File: src/rtl/aes_stream_ctrl.sv
// rtl/aes_stream_ctrl.sv - stream-side sequencer issuing init/next commands to an aes core
module aes_stream_ctrl #(
    parameter int TIMEOUT = 64,
    parameter int CNT_W   = 16
) (
    input  logic             clk,
    input  logic             rst,
    input  logic             s_valid,
    output logic             s_ready,
    input  logic [127:0]     s_data,
    input  logic             s_sop,
    input  logic             s_eop,
    input  logic [127:0]     s_key,
    input  logic             s_enc_dec,
    input  logic             s_mode,
    output logic             m_valid,
    input  logic             m_ready,
    output logic [127:0]     m_data,
    output logic             m_first,
    output logic             m_last,
    output logic             aes_init,
    output logic             aes_next,
    output logic             aes_enc_dec,
    output logic             aes_mode,
    output logic [127:0]     aes_key,
    output logic [127:0]     aes_block_in,
    input  logic [127:0]     aes_block_out,
    input  logic             aes_valid,
    output logic [CNT_W-1:0] msg_blocks,
    output logic             proto_err,
    output logic             timeout_err
);

    localparam int WD_W = $clog2(TIMEOUT + 1);

    typedef enum logic [1:0] {
        ST_IDLE,
        ST_BUSY,
        ST_OUT,
        ST_ERR
    } state_t;

    state_t           state_q, state_d;
    logic [127:0]     blk_q, blk_d;
    logic [127:0]     key_q, key_d;
    logic             enc_q, enc_d;
    logic             mode_q, mode_d;
    logic             init_q, init_d;
    logic             sop_q, sop_d;
    logic             eop_q, eop_d;
    logic             open_q, open_d;
    logic             valid_q;
    logic [WD_W-1:0]  wd_q, wd_d;
    logic [127:0]     mdata_q, mdata_d;
    logic             mfirst_q, mfirst_d;
    logic             mlast_q, mlast_d;
    logic [CNT_W-1:0] blocks_q, blocks_d;
    logic             proto_q, proto_d;
    logic             tout_q, tout_d;

    logic accept;
    logic completion;
    logic start_new;

    assign s_ready    = (state_q == ST_IDLE) & ~rst;
    assign accept     = s_valid & s_ready;
    // Only the rising edge of the core's valid marks a fresh result.
    assign completion = aes_valid & ~valid_q;
    // A block opens a new chain when it carries sop or arrives with no message open.
    assign start_new  = s_sop | ~open_q;

    assign m_valid      = (state_q == ST_OUT);
    assign m_data       = mdata_q;
    assign m_first      = mfirst_q;
    assign m_last       = mlast_q;
    assign aes_init     = (state_q == ST_BUSY) & init_q;
    assign aes_next     = (state_q == ST_BUSY) & ~init_q;
    assign aes_enc_dec  = enc_q;
    assign aes_mode     = mode_q;
    assign aes_key      = key_q;
    assign aes_block_in = blk_q;
    assign msg_blocks   = blocks_q;
    assign proto_err    = proto_q;
    assign timeout_err  = tout_q;

    // Next-state logic: accept, command hold, result capture, watchdog.
    always_comb begin
        state_d  = state_q;
        blk_d    = blk_q;
        key_d    = key_q;
        enc_d    = enc_q;
        mode_d   = mode_q;
        init_d   = init_q;
        sop_d    = sop_q;
        eop_d    = eop_q;
        open_d   = open_q;
        wd_d     = wd_q;
        mdata_d  = mdata_q;
        mfirst_d = mfirst_q;
        mlast_d  = mlast_q;
        blocks_d = blocks_q;
        proto_d  = 1'b0;
        tout_d   = tout_q;
        case (state_q)
            ST_IDLE: begin
                if (accept) begin
                    blk_d  = s_data;
                    sop_d  = start_new;
                    eop_d  = s_eop;
                    wd_d   = '0;
                    init_d = start_new;
                    if (start_new) begin
                        key_d    = s_key;
                        enc_d    = s_enc_dec;
                        mode_d   = s_mode;
                        blocks_d = '0;
                        open_d   = 1'b1;
                        proto_d  = ~s_sop & ~open_q;
                    end
                    state_d = ST_BUSY;
                end
            end
            ST_BUSY: begin
                if (completion) begin
                    mdata_d  = aes_block_out;
                    mfirst_d = sop_q;
                    mlast_d  = eop_q;
                    if (blocks_q != '1) begin
                        blocks_d = blocks_q + CNT_W'(1);
                    end
                    if (eop_q) begin
                        open_d = 1'b0;
                    end
                    state_d = ST_OUT;
                end else if (wd_q == WD_W'(TIMEOUT - 1)) begin
                    tout_d  = 1'b1;
                    state_d = ST_ERR;
                end else begin
                    wd_d = wd_q + WD_W'(1);
                end
            end
            ST_OUT: begin
                if (m_ready) begin
                    state_d = ST_IDLE;
                end
            end
            default: begin
                state_d = ST_ERR;
            end
        endcase
    end

    // State and datapath registers with synchronous reset.
    always_ff @(posedge clk) begin
        if (rst) begin
            state_q  <= ST_IDLE;
            blk_q    <= '0;
            key_q    <= '0;
            enc_q    <= 1'b0;
            mode_q   <= 1'b0;
            init_q   <= 1'b0;
            sop_q    <= 1'b0;
            eop_q    <= 1'b0;
            open_q   <= 1'b0;
            valid_q  <= 1'b0;
            wd_q     <= '0;
            mdata_q  <= '0;
            mfirst_q <= 1'b0;
            mlast_q  <= 1'b0;
            blocks_q <= '0;
            proto_q  <= 1'b0;
            tout_q   <= 1'b0;
        end else begin
            state_q  <= state_d;
            blk_q    <= blk_d;
            key_q    <= key_d;
            enc_q    <= enc_d;
            mode_q   <= mode_d;
            init_q   <= init_d;
            sop_q    <= sop_d;
            eop_q    <= eop_d;
            open_q   <= open_d;
            valid_q  <= aes_valid;
            wd_q     <= wd_d;
            mdata_q  <= mdata_d;
            mfirst_q <= mfirst_d;
            mlast_q  <= mlast_d;
            blocks_q <= blocks_d;
            proto_q  <= proto_d;
            tout_q   <= tout_d;
        end
    end

endmodule

File: config.mk
export PLATFORM = sky130hd
export DESIGN_NAME = aes_stream_ctrl
export DESIGN_NICKNAME = d
export VERILOG_FILES = /design/src/rtl/aes_stream_ctrl.sv
export SDC_FILE = /design/constraint.sdc
export NUM_CORES = 1
export LEC_CHECK = 0
export CAP_MARGIN = 30
export CELL_PAD_IN_SITES_DETAIL_PLACEMENT = 1
export CELL_PAD_IN_SITES_GLOBAL_PLACEMENT = 2
export CORE_AREA = 2 2 317 319
export DETAILED_ROUTE_END_ITERATION = 6
export DIE_AREA = 0 0 319 321
export PLACE_DENSITY_LB_ADDON = 0.08
export SLEW_MARGIN = 10
export SYNTH_ARGS = -nofsm -noshare
export SYNTH_HDL_FRONTEND = slang
export SYNTH_SLANG_ARGS = --single-unit
export TNS_END_PERCENT = 20
File: constraint.sdc
create_clock -name clk -period 2.7 [get_ports clk]
set_input_delay 0.54 -clock clk [delete_from_list [all_inputs] [get_ports clk]]
set_output_delay 0.54 -clock clk [all_outputs]
set_load 0.02 [all_outputs]
### Word-level counts from Yosys, hierarchy flattened

Index checks and enable logic that the tools add are counted.
Widths: inputs -> output; s select.

| operators by class | value |
|---|---|
| shifts and indexed selects | 0 |
| reductions and logical operators | 11 |
| equality and inequality tests | 13 |
| multiplexer cells | 19 |
| bitwise gates (word level) | 16 |
| multiply operators | 0 |
| divide/modulo/power cells | 0 |
| order comparisons | 0 |
| $add $sub $neg | 2 |

Operator list:

| kind | number |
|---|---|
| $mux 16 | 4 |
| $pmux 16 s2 | 1 |
| $mux 7 | 3 |
| $add 16x1->16 const B | 1 |
| $ne 16x16->1 const B | 1 |
| $pmux 7 s2 | 1 |
| $ne 2x2->1 const B | 6 |
| $reduce_and 5->1 | 2 |
| $not 1->1 | 9 |
| $reduce_and 3->1 | 3 |
| $mux 2 | 4 |
| $add 7x1->7 const B | 1 |
| $eq 7x6->1 const B | 1 |
| $and 1x1->1 | 6 |
| $pmux 2 s3 | 1 |
| $mux 1 | 4 |
| $ne 2x1->1 const B | 2 |
| $reduce_and 2->1 | 2 |
| $reduce_and 4->1 | 1 |
| $reduce_or 4->1 | 1 |
| $ne 3x2->1 const B | 1 |
| $eq 2x1->1 const B | 1 |
| $eq 2x2->1 const B | 1 |
| $logic_not 2->1 | 1 |
| other kinds (3) | 3 |

| word-level totals | value |
|---|---|
| bits in latches | 0 |
| memories kept | 0 |
| bits in writable memories | 0 |
| bits in registers | 419 |
| output and inout bits | 410 |
| memory bits (read-only) | 0 |
| word-level logic and storage cells | 77 |
| bits of input ports | 393 |

### Longest topological paths before layout

Gate-level depths: netlist of run 1.

| logic depth | value |
|---|---|
| depth after elaboration | 5 |
| gate-level depth with buffers | 9 |
| gate-level depth less buffers | 6 |

### Worst setup path after synthesis of run 1

No wires, ideal clock.

| timing path | value |
|---|---|
| path type | input port to output port |
| start | in rst |
| end | out s_ready |
| data required time | 2.160 ns |
| arrival time | 1.730 ns |
| slack | 0.430 ns |
| buffers on the path | 4 |
| cell stages on the path | 5 |
| cell sequence | buf_2 clkbuf_1 clkbuf_1 clkbuf_1 nor3_1 |

| between the ends | value |
|---|---|
| cells in the longest elaborated chain, start to end | 2 |

Ends and longest elaborated chain:

| element | RTL line | RTL |
|---|---|---|
| from (decl) | 7 | `input logic rst,` |
| $not 1->1 | 65 | `assign s_ready = (state_q == ST_IDLE) & ~rst;` |
| $and 1x1->1 | 65 |  |
| to (decl) | 9 | `output logic s_ready,` |

No other way between the ends.

### Worst setup path in the final report of run 1

| timing path | value |
|---|---|
| start | reg state_q[1] |
| end | out m_valid |

| between the ends | value |
|---|---|
| cells in the longest elaborated chain, start to end | 1 |

Ends and longest elaborated chain:

| element | RTL line | RTL |
|---|---|---|
| from (decl) | 43 | `state_t state_q, state_d;` |
| from (signal assigned) | 174 | `state_q <= state_d;` |
| $eq 2x2->1 | 72 | `assign m_valid = (state_q == ST_OUT);` |
| to (decl) | 16 | `output logic m_valid,` |

No other way between the ends.

==> results.sh, run 1 <==
export IMPL_drtAntennaViolNets=0
export IMPL_hold_class="in2reg"
export IMPL_arrival_ps=1980
export IMPL_area_growth_pct=75.3
export IMPL_yosys_area_top_type="dfxtp_1"
export IMPL_slew_violations=0
export IMPL_worstMarginPinSlew_ps=871
export IMPL_vias_per_cell=3.92
export IMPL_synthCells=1874
export IMPL_p_leak_nw=9.03
export IMPL_clk_latency_ps=640
export IMPL_tns_ps=0
export IMPL_crit_path_max_fanout=8
export IMPL_hold_buffers=0
export IMPL_p_int_mw=12.5
export IMPL_wire_per_inst_um=20.3
export IMPL_slowest_stage="clkdlybuf4s50_1"
export IMPL_die_area_mm2=0.102
export IMPL_relSlewSlack=0.419
export IMPL_synth_cell_types=50
export IMPL_vias=15604
export IMPL_drv_cap=0
export IMPL_clk_pin_slew_ps=60
export IMPL_finClkSkew_ps=11.0
export IMPL_htreeDepth=2
export IMPL_core_area_mm2=0.0993
export IMPL_irDropWorstVdd_mv=0.447
export IMPL_hold_viol_final=0
export IMPL_p_clk_frac=0.457
export IMPL_max_stage_delay_ps=680
export IMPL_synth_fp_nets=2269
export IMPL_fmaxAchievable_mhz=396
export IMPL_grt_pass1_wl_um=115000
export IMPL_p_per_area_mw_per_mm2=644
export IMPL_p_sw_frac=0.267
export IMPL_die_x_um=319
export IMPL_share_comb_of_total_power=0.152
export IMPL_grt_overflow_total=0
export IMPL_power_switching_mw=4.56
export IMPL_start_util=0.152
export IMPL_yosysMostFrequentCell="nand2_1"
export IMPL_critPathLaunchType="flip-flop"
export IMPL_io_pins=803
export IMPL_p_seq_frac=0.391
export IMPL_grt_use_total=0.152
export IMPL_rsz0062_at_grt="false"
export IMPL_fillers=11582
export IMPL_die_h_um=321
export IMPL_yosysTopAreaCellShare=0.554
export IMPL_path_cells="nor2b_1, clkdlybuf4s50_1"
export IMPL_crit_type="reg2out"
export IMPL_yosys_top_cells_area="dfxtp_1, nand2_1, a21oi_1"
export IMPL_port_buffers=802
export IMPL_crit_path_end_kind="primary output"
export IMPL_wirelength_um=80700
export IMPL_cts_inserted_buffers=58
export IMPL_crit_required_ps=2160
export IMPL_yosys_top_cells_count="nand2_1, dfxtp_1, a21oi_1, o21ai_0, nand2b_1"
export IMPL_place_congestion=0.755
export IMPL_clockRootBuffer="clkbuf_16"
export IMPL_grt_pass1_vias=16364
export IMPL_core_rowCount=116
export IMPL_synthFlopType="dfxtp_1"
export IMPL_first_pass_iters=4
export IMPL_synth_async_reset_ratio=0
export IMPL_cts_tree="built"
export IMPL_postLayoutCoreUtil=0.267
export IMPL_antenna_found_initial=19
export IMPL_grt_max_degree=170
export IMPL_synth_warnings=0
export IMPL_finalSetupViolations=0
export IMPL_drc=0
export IMPL_status="finished clean"
export IMPL_drt_iter0_drc=563
export IMPL_synth_edff_count=0
export IMPL_layout_nets=3025
export IMPL_drive_gt1_frac=0.0505
export IMPL_yosys_register_bits=419
export IMPL_fin_crit_sh=0.935
export IMPL_hpwl_um=59300
export IMPL_fin_crit_ps=2520
export IMPL_synthesis_area_mm2=0.0151
export IMPL_cts_sinks=419
export IMPL_cts_buffer_depth=3
export IMPL_yosysSeqAreaShare=0.554
export IMPL_syn_avg_cell_area_um2=8.07
metal layers:
| metal | vias up | track usage | wire [um] | share of wire |
|---|---|---|---|---|
| met2 | 454 | 0.285 | 42900 | 0.53 |
| met3 | 98 | 0.0607 | 7090 | 0.088 |
| met1 | 7416 | 0.149 | 28700 | 0.35 |
| met4 | 8 | 0.0581 | 2030 | 0.025 |
| met5 | - | 0 | 46 | 0.00057 |
| li1 | 7628 | - | - | - |
cell usage in the layout (no fill, tap or decap), drive strengths merged, types with 6 or more instances in the layout:
| cell type | synthesis | final |
|---|---|---|
| nor2 | 24 | 24 |
| nand2 | 665 | 665 |
| clkdlybuf4s50 | 0 | 799 |
| buf | 56 | 32 |
| and3 | 6 | 6 |
| dfxtp | 419 | 419 |
| a31oi | 7 | 7 |
| clkbuf | 81 | 90 |
| a21oi | 281 | 281 |
| nand2b | 132 | 132 |
| clkinv | 0 | 6 |
| nand3 | 6 | 6 |
| o21ai | 145 | 145 |
| a311oi | 6 | 6 |
| diode | 0 | 14 |
| nor3 | 6 | 6 |
path summary, 6_finish.rpt:
path | start | end | slack [ps] | cells past startpoint
worst max-delay path | state_q[1] | m_valid | 180 | 2
worst min register to register | aes_key[112] | aes_key[112] | 450 | 2
worst max register to register | state_q[1] | msg_blocks[9] | 600 | 6
worst min-delay path | rst | state_q[1] | 120 | 2
through the flow:
stage / hold slack (ps) / total power [mW] / instance area [um^2] / setup WS (ps) / std cells
6_report: 122 / 17.1 / 26500 / 177 / 3984
4_1_cts: 44.1 / 17.6 / 26500 / 42.5 / 3970
2_1_floorplan: 420 / 7.84 / 15100 / 430 / 1874
3_3_place_gp: 442 / 9.45 / 24600 / 133 / 3868
5_1_grt: 76.4 / 18.0 / 26500 / 24.8 / 3982
3_5_place_dp: 447 / 9.47 / 24600 / 59.1 / 3868
what timing repair did:
| action | in CTS | in global routing |
|---|---|---|
| setup endpoints to repair | 2 | 0 |
| setup buffers | 0 | 0 |
| resized for setup | 2 | 0 |
worst max-delay path: cells and delay by family, from the launching register on:
kind,cells,cell delay [ps]
AND/OR/NAND/NOR,1,170
buffers and inverters,1,680
flip-flops,1,500
area by class of cell:
type                       count  area, um^2  area share
timing repair buffer         833        8400       0.317
tap                         1298        1620      0.0612
antenna                       14        35.0     0.00132
sequential                   419        8390       0.316
inverter                       3        11.3    0.000425
clock buffer                  90        1730      0.0653
clock inverter                12         166     0.00628
multi-input combinational   1315        6160       0.232
flip-flops by register name, summed over array words and instances, names as in the netlist, 2 cells and up:
register,flops
m_data,128
msg_blocks,16
aes_key,128
wd_q,7
state_q,2
aes_block_in,128
power by group through the flow:
stage	combinational, mW	clock (mW)	sequential [mW]
2_1_floorplan	0.651	0	7.19
3_3_place_gp	2.64	0	6.81
3_5_place_dp	2.65	0	6.82
4_1_cts	2.67	8.24	6.69
5_1_grt	2.80	8.48	6.73
6_report	2.59	7.81	6.69
kinds of logic after synthesis:
group / synth area share
adder cells (fa/ha/maj): 0.00165
AND/OR/NAND/NOR: 0.245
flip-flops: 0.554
buffers and inverters: 0.0412
multiplexers: 0.00132
AO/OA/AOI/OAI: 0.156
Note: power is estimated with default switching activity, not from simulation.
==> run 2, diff against run 1 <==
==> constraint.sdc (replaced) <==
create_clock -name clk -period 3.15 [get_ports clk]
set_input_delay 0.63 -clock clk [delete_from_list [all_inputs] [get_ports clk]]
set_output_delay 0.63 -clock clk [all_outputs]
set_load 0.02 [all_outputs]
==> run 2 against run 1 <==
Net effect:
- setup slack gained 140 ps
- final area shrank 0.28%
- routed wire length shrank 0.41%
- critical endpoint is now aes_init
- largest cell class is now sequential cells
==> results.sh, run 2 (synthesized netlist as in run 1, its figures left out) <==
export IMPL_max_stage_delay_ps=690
export IMPL_port_buffers=802
export IMPL_core_rowCount=116
export IMPL_rsz0062_at_grt="false"
export IMPL_die_x_um=319
export IMPL_path_buf_inv=1
export IMPL_hold_class="in2reg"
export IMPL_grt_use_total=0.152
export IMPL_dpl_worst_slack_ps=484
export IMPL_cts_inserted_buffers=58
export IMPL_first_pass_iters=4
export IMPL_p_clk_frac=0.455
export IMPL_crit_required_ps=2520
export IMPL_path_cells="and2b_2, and2_1, clkdlybuf4s50_1"
export IMPL_drc=0
export IMPL_slew_violations=0
export IMPL_status="finished clean"
export IMPL_arrival_ps=2210
export IMPL_fin_crit_ps=2840
export IMPL_grt_pass1_wl_um=115000
export IMPL_slowest_stage="clkdlybuf4s50_1"
export IMPL_power_switching_mw=3.94
export IMPL_start_util=0.152
export IMPL_finalSetupViolations=0
export IMPL_clk_pin_slew_ps=50
export IMPL_vias_per_cell=3.91
export IMPL_grt_overflow_total=0
export IMPL_mostFrequentLayoutCell="clkdlybuf4s50_1"
export IMPL_crit_path_max_fanout=9
export IMPL_postLayoutCoreUtil=0.266
export IMPL_finClkSkew_ps=25.4
export IMPL_grt_max_degree=218
export IMPL_cts_resized=0
export IMPL_antenna_found_initial=22
export IMPL_die_area_mm2=0.102
export IMPL_cts_buffer_depth=3
export IMPL_p_int_mw=10.6
export IMPL_tns_ps=0
export IMPL_hold_buffers=0
export IMPL_cts_tree="built"
export IMPL_relSlewSlack=0.341
export IMPL_dr_max_layer_used="met5"
export IMPL_place_congestion=0.744
export IMPL_die_h_um=321
export IMPL_core_area_mm2=0.0993
export IMPL_cts_sinks=419
export IMPL_io_pins=803
export IMPL_area_growth_pct=74.8
export IMPL_layout_nets=3017
export IMPL_clk_latency_ps=650
export IMPL_critPathLaunchType="flip-flop"
export IMPL_p_seq_frac=0.394
export IMPL_p_leak_nw=8.98
export IMPL_drv_cap=0
export IMPL_irDropWorstVdd_mv=0.329
export IMPL_crit_path_end_kind="primary output"
export IMPL_cp_top_family="buffers and inverters"
export IMPL_cts_setup_buffers=0
export IMPL_drt_iter0_drc=538
export IMPL_htreeDepth=2
export IMPL_drtAntennaViolNets=0
export IMPL_grt_pass1_vias=16537
export IMPL_holdWs_ps=365
export IMPL_most_common_layout_cells="clkdlybuf4s50_1, nand2_1, dfxtp_1, a21oi_1, o21ai_0"
export IMPL_fmaxAchievable_mhz=353
export IMPL_clockRootBuffer="clkbuf_16"
export IMPL_crit_type="reg2out"
export IMPL_vias=15590
export IMPL_routed_wl_met2_um=42000
export IMPL_met3_length_um=6940
export IMPL_share_comb_of_total_power=0.151
export IMPL_wl_met1_um=28800
export IMPL_p_sw_frac=0.271
export IMPL_fin_crit_sh=0.900
export IMPL_setup_ws_ps=315
export IMPL_wire_per_inst_um=20.2
export IMPL_hpwl_um=59100
export IMPL_worstMarginPinSlew_ps=989
export IMPL_p_per_area_mw_per_mm2=551
export IMPL_drive_gt1_frac=0.0498
export IMPL_hold_viol_final=0
export IMPL_wirelength_um=80400
==> run 2: path summary, 6_finish.rpt <==
kind / slack, ps / cells past startpoint / end / startpoint
worst max-delay path: 310 / 3 / aes_init / state_q[0]
worst min register to register: 450 / 2 / aes_key[32] / aes_key[32]
worst min-delay path: 370 / 2 / timeout_err / rst
worst max register to register: 860 / 6 / msg_blocks[14] / msg_blocks[0]
==> run 2: final cells by class <==
| type | count | area, um^2 |
|---|---|---|
| Fill cell | 11570 | 72800 |
| Sequential cell | 419 | 8390 |
| Timing Repair Buffer | 825 | 8320 |
| Multi-Input combinational cell | 1315 | 6160 |
| Clock buffer | 90 | 1740 |
| Tap cell | 1298 | 1620 |
| Clock inverter | 17 | 158 |
| Antenna cell | 17 | 42.5 |
| Inverter | 3 | 11.3 |
==> run 2: worst reg2reg max path, stage by stage (launching register included) <==
cell and delay (ps):
dfxtp_1 440, ha_1 270, nand3_2 150, nor4_4 580, a22o_1 490, o21ai_1 130, a21oi_1 160
==> run 2: stage by stage <==
step | instance area, um^2 | std cells | total power [mW]
final | 26400 | 3984 | 14.6
after global routing | 26400 | 3982 | 15.3
after CTS | 26400 | 3967 | 15.0
after detailed placement | 24500 | 3860 | 8.10
after global placement | 24500 | 3860 | 8.08
after floorplan | 15100 | 1874 | 6.72
==> run 2: metal layers <==
metal / global-route usage / up-vias
met2: 0.274 / 470
met3: 0.0622 / 113
met5: 0 / -
met4: 0.0687 / 12
met1: 0.152 / 7377
li1: - / 7618
==> run 2: power by group through the flow <==
stage	Sequential, mW	Combinational [mW]	Clock (mW)
after floorplan	6.16	0.558	0
after global placement	5.84	2.24	0
after detailed placement	5.85	2.26	0
after CTS	5.74	2.27	7.00
after global routing	5.77	2.38	7.15
final	5.73	2.21	6.62
